### config.mk
export PLATFORM = sky130hd
export DESIGN_NAME = screen_state_controller
export DESIGN_NICKNAME = d
export VERILOG_FILES = /design/src/rtl/screen_state_controller.sv
export SDC_FILE = /design/constraint.sdc
export NUM_CORES = 1
export LEC_CHECK = 0
export ABC_AREA = 1
export BUFFER_PORTS_ARGS = -buffer_cell sky130_fd_sc_hd__clkbuf_2
export CAP_MARGIN = 20
export CORE_UTILIZATION = 45
export CTS_BUF_LIST = sky130_fd_sc_hd__clkbuf_4 sky130_fd_sc_hd__clkbuf_8
export CTS_CLUSTER_SIZE = 8
export DETAILED_ROUTE_END_ITERATION = 8
export GPL_TIMING_DRIVEN = 0
export MAX_ROUTING_LAYER = met4
export PLACE_DENSITY = 0.67
export SETUP_SLACK_MARGIN = 0.2
export SLEW_MARGIN = 0
export SYNTH_ARGS = -nofsm -noshare
export SYNTH_HDL_FRONTEND = slang
export SYNTH_SLANG_ARGS = --single-unit
### constraint.sdc
create_clock -name clk -period 1.3 [get_ports clk]
set_input_delay 0.065 -clock clk [delete_from_list [all_inputs] [get_ports clk]]
set_output_delay 0.065 -clock clk [all_outputs]
set_load 0.01 [all_outputs]
### src/rtl/screen_state_controller.sv
// Game-phase sequencer for the Road Fighter screen: idle/play/win/lose requests plus the blinking cover mask.
// Optional build macro AUTO_RESTART_EN: the HOLD states return to IDLE by themselves after HOLD_FRAMES frames.
module screen_state_controller #(
  parameter int REVEAL_FRAMES = 15,
  parameter int BLINKS        = 3,
  parameter int HOLD_FRAMES   = 180
) (
  input  logic       clk,
  input  logic       resetN,
  input  logic       startOfFrame,
  input  logic       startKey,
  input  logic       winEvent,
  input  logic       loseEvent,
  output logic       gameReq,
  output logic       winReq,
  output logic       loseReq,
  output logic [3:0] coverMask,
  output logic [2:0] stateOut
);

  typedef enum logic [2:0] {
    IDLE        = 3'd0,
    PLAY        = 3'd1,
    WIN_REVEAL  = 3'd2,
    WIN_HOLD    = 3'd3,
    LOSE_REVEAL = 3'd4,
    LOSE_HOLD   = 3'd5
  } state_t;

`ifdef AUTO_RESTART_EN
  localparam int FCNT_MAX = ((HOLD_FRAMES > REVEAL_FRAMES) ? HOLD_FRAMES : REVEAL_FRAMES) - 1;
`else
  localparam int FCNT_MAX = REVEAL_FRAMES - 1;
`endif
  localparam int FW      = (FCNT_MAX < 1) ? 1 : $clog2(FCNT_MAX + 1);
  localparam int TOGGLES = 2 * BLINKS - 1;
  localparam int TW      = $clog2(TOGGLES + 1);
  localparam logic [FW-1:0] REV_LAST = FW'(REVEAL_FRAMES - 1);
  localparam logic [TW-1:0] TOG_LAST = TW'(TOGGLES - 1);
`ifdef AUTO_RESTART_EN
  localparam logic [FW-1:0] HOLD_LAST = FW'(HOLD_FRAMES - 1);
`endif

  if (REVEAL_FRAMES < 1 || BLINKS < 1 || HOLD_FRAMES < 1) begin : g_bad_params
    $error("screen_state_controller: REVEAL_FRAMES, BLINKS and HOLD_FRAMES must all be >= 1");
  end

  state_t          state_q, state_d;
  logic            game_q, game_d, win_q, win_d, lose_q, lose_d;
  logic [3:0]      mask_q, mask_d;
  logic [FW-1:0]   frame_q, frame_d;
  logic [TW-1:0]   tog_q, tog_d;
  logic            key_dly_q, key_dly_d;
  logic            key_rise;
  logic            go_idle;
  logic [3:0]      tgt;

  assign key_rise = startKey & ~key_dly_q;

  always_comb begin
    state_d   = state_q;
    game_d    = game_q;
    win_d     = win_q;
    lose_d    = lose_q;
    mask_d    = mask_q;
    frame_d   = frame_q;
    tog_d     = tog_q;
    key_dly_d = startKey;
    go_idle   = 1'b0;
    tgt       = (state_q == WIN_REVEAL) ? 4'b0010 : 4'b0100;
    case (state_q)
      IDLE: begin
        if (key_rise) begin
          state_d = PLAY;
          game_d  = 1'b1;
          mask_d  = 4'b0000;
        end
      end
      PLAY: begin
        // A crash in the same cycle as the finish line counts as a loss.
        if (loseEvent || winEvent) begin
          state_d = loseEvent ? LOSE_REVEAL : WIN_REVEAL;
          game_d  = 1'b0;
          lose_d  = loseEvent;
          win_d   = ~loseEvent;
          mask_d  = 4'b1111;
          frame_d = '0;
          tog_d   = '0;
        end
      end
      WIN_REVEAL, LOSE_REVEAL: begin
        if (startOfFrame) begin
          if (frame_q == REV_LAST) begin
            frame_d = '0;
            mask_d  = mask_q ^ tgt;
            tog_d   = tog_q + 1'b1;
            // The toggle count is odd, so the last toggle leaves the panel open.
            if (tog_q == TOG_LAST)
              state_d = (state_q == WIN_REVEAL) ? WIN_HOLD : LOSE_HOLD;
          end else begin
            frame_d = frame_q + 1'b1;
          end
        end
      end
      WIN_HOLD, LOSE_HOLD: begin
        if (key_rise) begin
          go_idle = 1'b1;
        end
`ifdef AUTO_RESTART_EN
        else if (startOfFrame) begin
          if (frame_q == HOLD_LAST) go_idle = 1'b1;
          else                      frame_d = frame_q + 1'b1;
        end
`endif
      end
      default: go_idle = 1'b1;
    endcase
    if (go_idle) begin
      state_d = IDLE;
      game_d  = 1'b0;
      win_d   = 1'b0;
      lose_d  = 1'b0;
      mask_d  = 4'b0111;
      frame_d = '0;
      tog_d   = '0;
    end
  end

  // A key already held when reset releases must not count as a press.
  always_ff @(posedge clk or negedge resetN) begin
    if (!resetN) begin
      state_q   <= IDLE;
      game_q    <= 1'b0;
      win_q     <= 1'b0;
      lose_q    <= 1'b0;
      mask_q    <= 4'b0111;
      frame_q   <= '0;
      tog_q     <= '0;
      key_dly_q <= 1'b1;
    end else begin
      state_q   <= state_d;
      game_q    <= game_d;
      win_q     <= win_d;
      lose_q    <= lose_d;
      mask_q    <= mask_d;
      frame_q   <= frame_d;
      tog_q     <= tog_d;
      key_dly_q <= key_dly_d;
    end
  end

  assign gameReq   = game_q;
  assign winReq    = win_q;
  assign loseReq   = lose_q;
  assign coverMask = mask_q;
  assign stateOut  = state_q;

endmodule

==> results.cfg <==
[yosys]
synth_edf_count = 0
syn_inst = 145
synth_fp_nets = 155
ys_ff_latch = 18
synth.cell_area_um2 = 1170
ys.flop_type = dfrtp_1
postSynth.asyncResetShare = 1.00
synthDistinctLibCells = 25
syn-mean-instance-area_um2 = 8.09
ys_seq_area_frac = 0.388
ys.warnings.count = 0

[worst_setup_path]
cp-start-kind = register
cp_slowest_stage_delay_ns = 0.52
r2r_cells = 9
end_kind = register
critPathMaxFanout = 6
cpLargestDelayFamily = simple AND/OR/NAND/NOR gates
cp.buffers_inverters = 1
crit_path_top_delay_cell = dfrtp_2
worstSetupPathType = register to register
crit_path_cell_trace = nor2_4, buf_6, nor2_4, nand2_2, nand2_2, nor2_4, nand2_4, nand2_1, nand2_1
cp.depth = 9
crit_top_cell = nor2_4
required_ns = 1.49
crit_arrival_ns = 1.61

[clock_network]
cts.sinks = 18
numCtsBuffers = 3
clk_path_buf_depth = 2
cts_tree = yes
path_clk_slew_ns = 0.11
cts_root_buffer = clkbuf_4
htree_levels = 1
worstSkewPairLatency_ns = 0.29

[placement]
dp_hpwl_mm = 1.79
dpl_cell_area_um2 = 1320
io_buffer_count = 15
routabilityCongestion = 0.794

[pwr]
p_int_mw = 1.99
pwr-share-comb = 0.674
leakage_nw = 0.795
power_frac_clock = 0.082
vdd_drop_max_v = 0.00142
p_switching_mw = 1.89
swShare = 0.487
seqPwrFrac = 0.244
power.density_nw_per_um2 = 2390

[timing]
slew_headroom = 0.702
slew_viol_final = 0
period_share = 1.09
setup_violations = 17
fin_crit_ns = 1.42
final_hold_viol_count = 0
grt_setup_unrepaired = true
fmax_mhz = 705
setup_ws_ns = -0.119
tightest_slew_ns = 0.447
whs_ns = 0.0318
finalClockSkew_ns = 0.00534

[final_layout]
drive_gt1_frac = 0.433
fillers = 214
final_nets = 191
diodes = 0
postLayoutCoreUtil = 0.654
fin_area_um2 = 1620
synthToLayoutAreaGrowth_pct = 38.1

[floorplan]
coreArea_um2 = 2480
fp.dieArea_um2 = 2820
io_pins = 16
die_y_um = 53.1
die_w_um = 53.1
start_util = 0.474
row_count = 18

[min_path]
hp-class = primary input to register
hold_depth = 3

[routing]
routedWlPerCell_um = 12.7
viasPerCell = 5.18
routed_wl_mm = 2.67
detail_route.drc_violations = 0
ant_nets = 0
vias = 1087
dr.pass1.iters = 4
detailedRoute.firstIterationViolations = 27

[outcome]
violations = setup timing
outcome = complete, but fails checks

[grt]
grt_pass1_wl_mm = 4.42
grt_overflow_total = 0
antenna_found_initial = 0
grt_pass1_vias = 1035
grt_max_degree = 19
grt.total_usage = 0.219

[flow_run]
cap_violations = 0
-- metrics by stage --
step / total power [mW] / TNS, ns / cells / setup slack [ns]
after floorplan: 2.45 / -0.0862 / 145 / -0.0142
after global placement: 2.83 / -0.867 / 190 / -0.116
after detailed placement: 2.89 / -1.43 / 190 / -0.149
after CTS: 3.66 / -1.05 / 208 / -0.0958
after global routing: 4.20 / -2.70 / 210 / -0.195
final: 3.88 / -1.33 / 210 / -0.119
-- state kept, by name, indices dropped and copies added, names as in the netlist --
name,count
coverMask,4
frame_q,4
stateOut,3
tog_q,3
gameReq,1
key_dly_q,1
loseReq,1
winReq,1
-- worst register-to-register path: cells and delay by family (launching register included) --
family                 cells  cell delay, ns
buffers and inverters      1            0.14
and+or+nand+nor            8            0.66
DFF                        1            0.52
-- synth_stat cells (2+ instances only) --
library cell | number | area share
dfrtp_1 | 14 | 0.30
dfstp_2 | 4 | 0.090
xor2_1 | 2 | 0.015
o21ai_0 | 8 | 0.034
nor2_1 | 7 | 0.022
a21oi_1 | 2 | 0.0085
o211ai_1 | 2 | 0.013
nand3_2 | 2 | 0.017
nand3_1 | 14 | 0.060
o21ai_1 | 4 | 0.017
nand2_4 | 3 | 0.029
ha_1 | 4 | 0.043
nand4_1 | 8 | 0.043
nand2_1 | 35 | 0.11
nor2_4 | 3 | 0.029
nand2_2 | 6 | 0.032
inv_1 | 14 | 0.045
nand4_2 | 3 | 0.032
inv_2 | 4 | 0.013
-- per-layer routing --
metal  GRT usage  vias to the layer above  share of wire
met5           -                        -              0
met4      0.0702                        0          0.018
met3      0.0316                        8          0.023
met2       0.378                       18           0.54
met1       0.262                      509           0.42
li1            -                      552              -
-- final cells by class --
class / instances / area (um2) / share of cell area
well taps: 30 / 37.5 / 0.0232
flip-flops and latches: 18 / 457 / 0.282
repair buffers: 31 / 218 / 0.134
inverters: 19 / 93.8 / 0.0579
clock buffers: 4 / 30.0 / 0.0185
multi-input cells: 106 / 762 / 0.470
plain buffers: 2 / 22.5 / 0.0139
-- path summary, 6_finish.rpt --
check / from / end / slack (ns)
worst min register to register: coverMask[0] / coverMask[0] / 0.47
worst min-delay path: winEvent / winReq / 0.03
worst max-delay path: stateOut[2] / stateOut[2] / -0.12
worst max register to register: stateOut[2] / stateOut[2] / -0.12
min in group asynchronous: resetN / stateOut[2] / 0.23
max in group asynchronous: resetN / coverMask[1] / 0.72
-- kinds of logic after synthesis --
family / Yosys count / synth area share
AND/OR/NAND/NOR: 83 / 0.396
buffers and inverters: 21 / 0.0789
flip-flops: 18 / 0.388
adder cells (fa/ha/maj): 4 / 0.0426
XOR/XNOR: 3 / 0.0224
AO/OA/AOI/OAI: 16 / 0.0725
-- power groups by stage --
stage / sequential, mW / clock [mW] / combinational, mW
6_report: 0.945 / 0.320 / 2.61
5_1_grt: 0.976 / 0.353 / 2.87
4_1_cts: 0.941 / 0.331 / 2.39
3_5_place_dp: 0.950 / 0 / 1.94
3_3_place_gp: 0.938 / 0 / 1.90
2_1_floorplan: 0.995 / 0 / 1.46
-- placed cells by master (no fill, tap or decap), drive strengths merged --
cell,synthesis,routed
clkinv,1,1
xnor2,1,1
dfstp,4,4
xor2,2,2
buf,2,17
or2,1,1
o21ai,12,12
ha,4,4
dfrtp,14,14
inv,18,18
dlygate4sd3,0,2
nand2,44,44
nand4,11,11
clkbuf,0,18
a21oi,2,2
nand3,17,17
nor2,10,10
o211ai,2,2
-- timing repair --
action | CTS | global route
hold buffers | 2 | 0
pin swaps | 7 | 4
gates resized for setup | 21 | 16
setup endpoints to repair | 17 | 19
buffers inserted | 12 | 2
endpoints found under the hold margin | 15 | 0
Power figures use the tool's default switching activity.
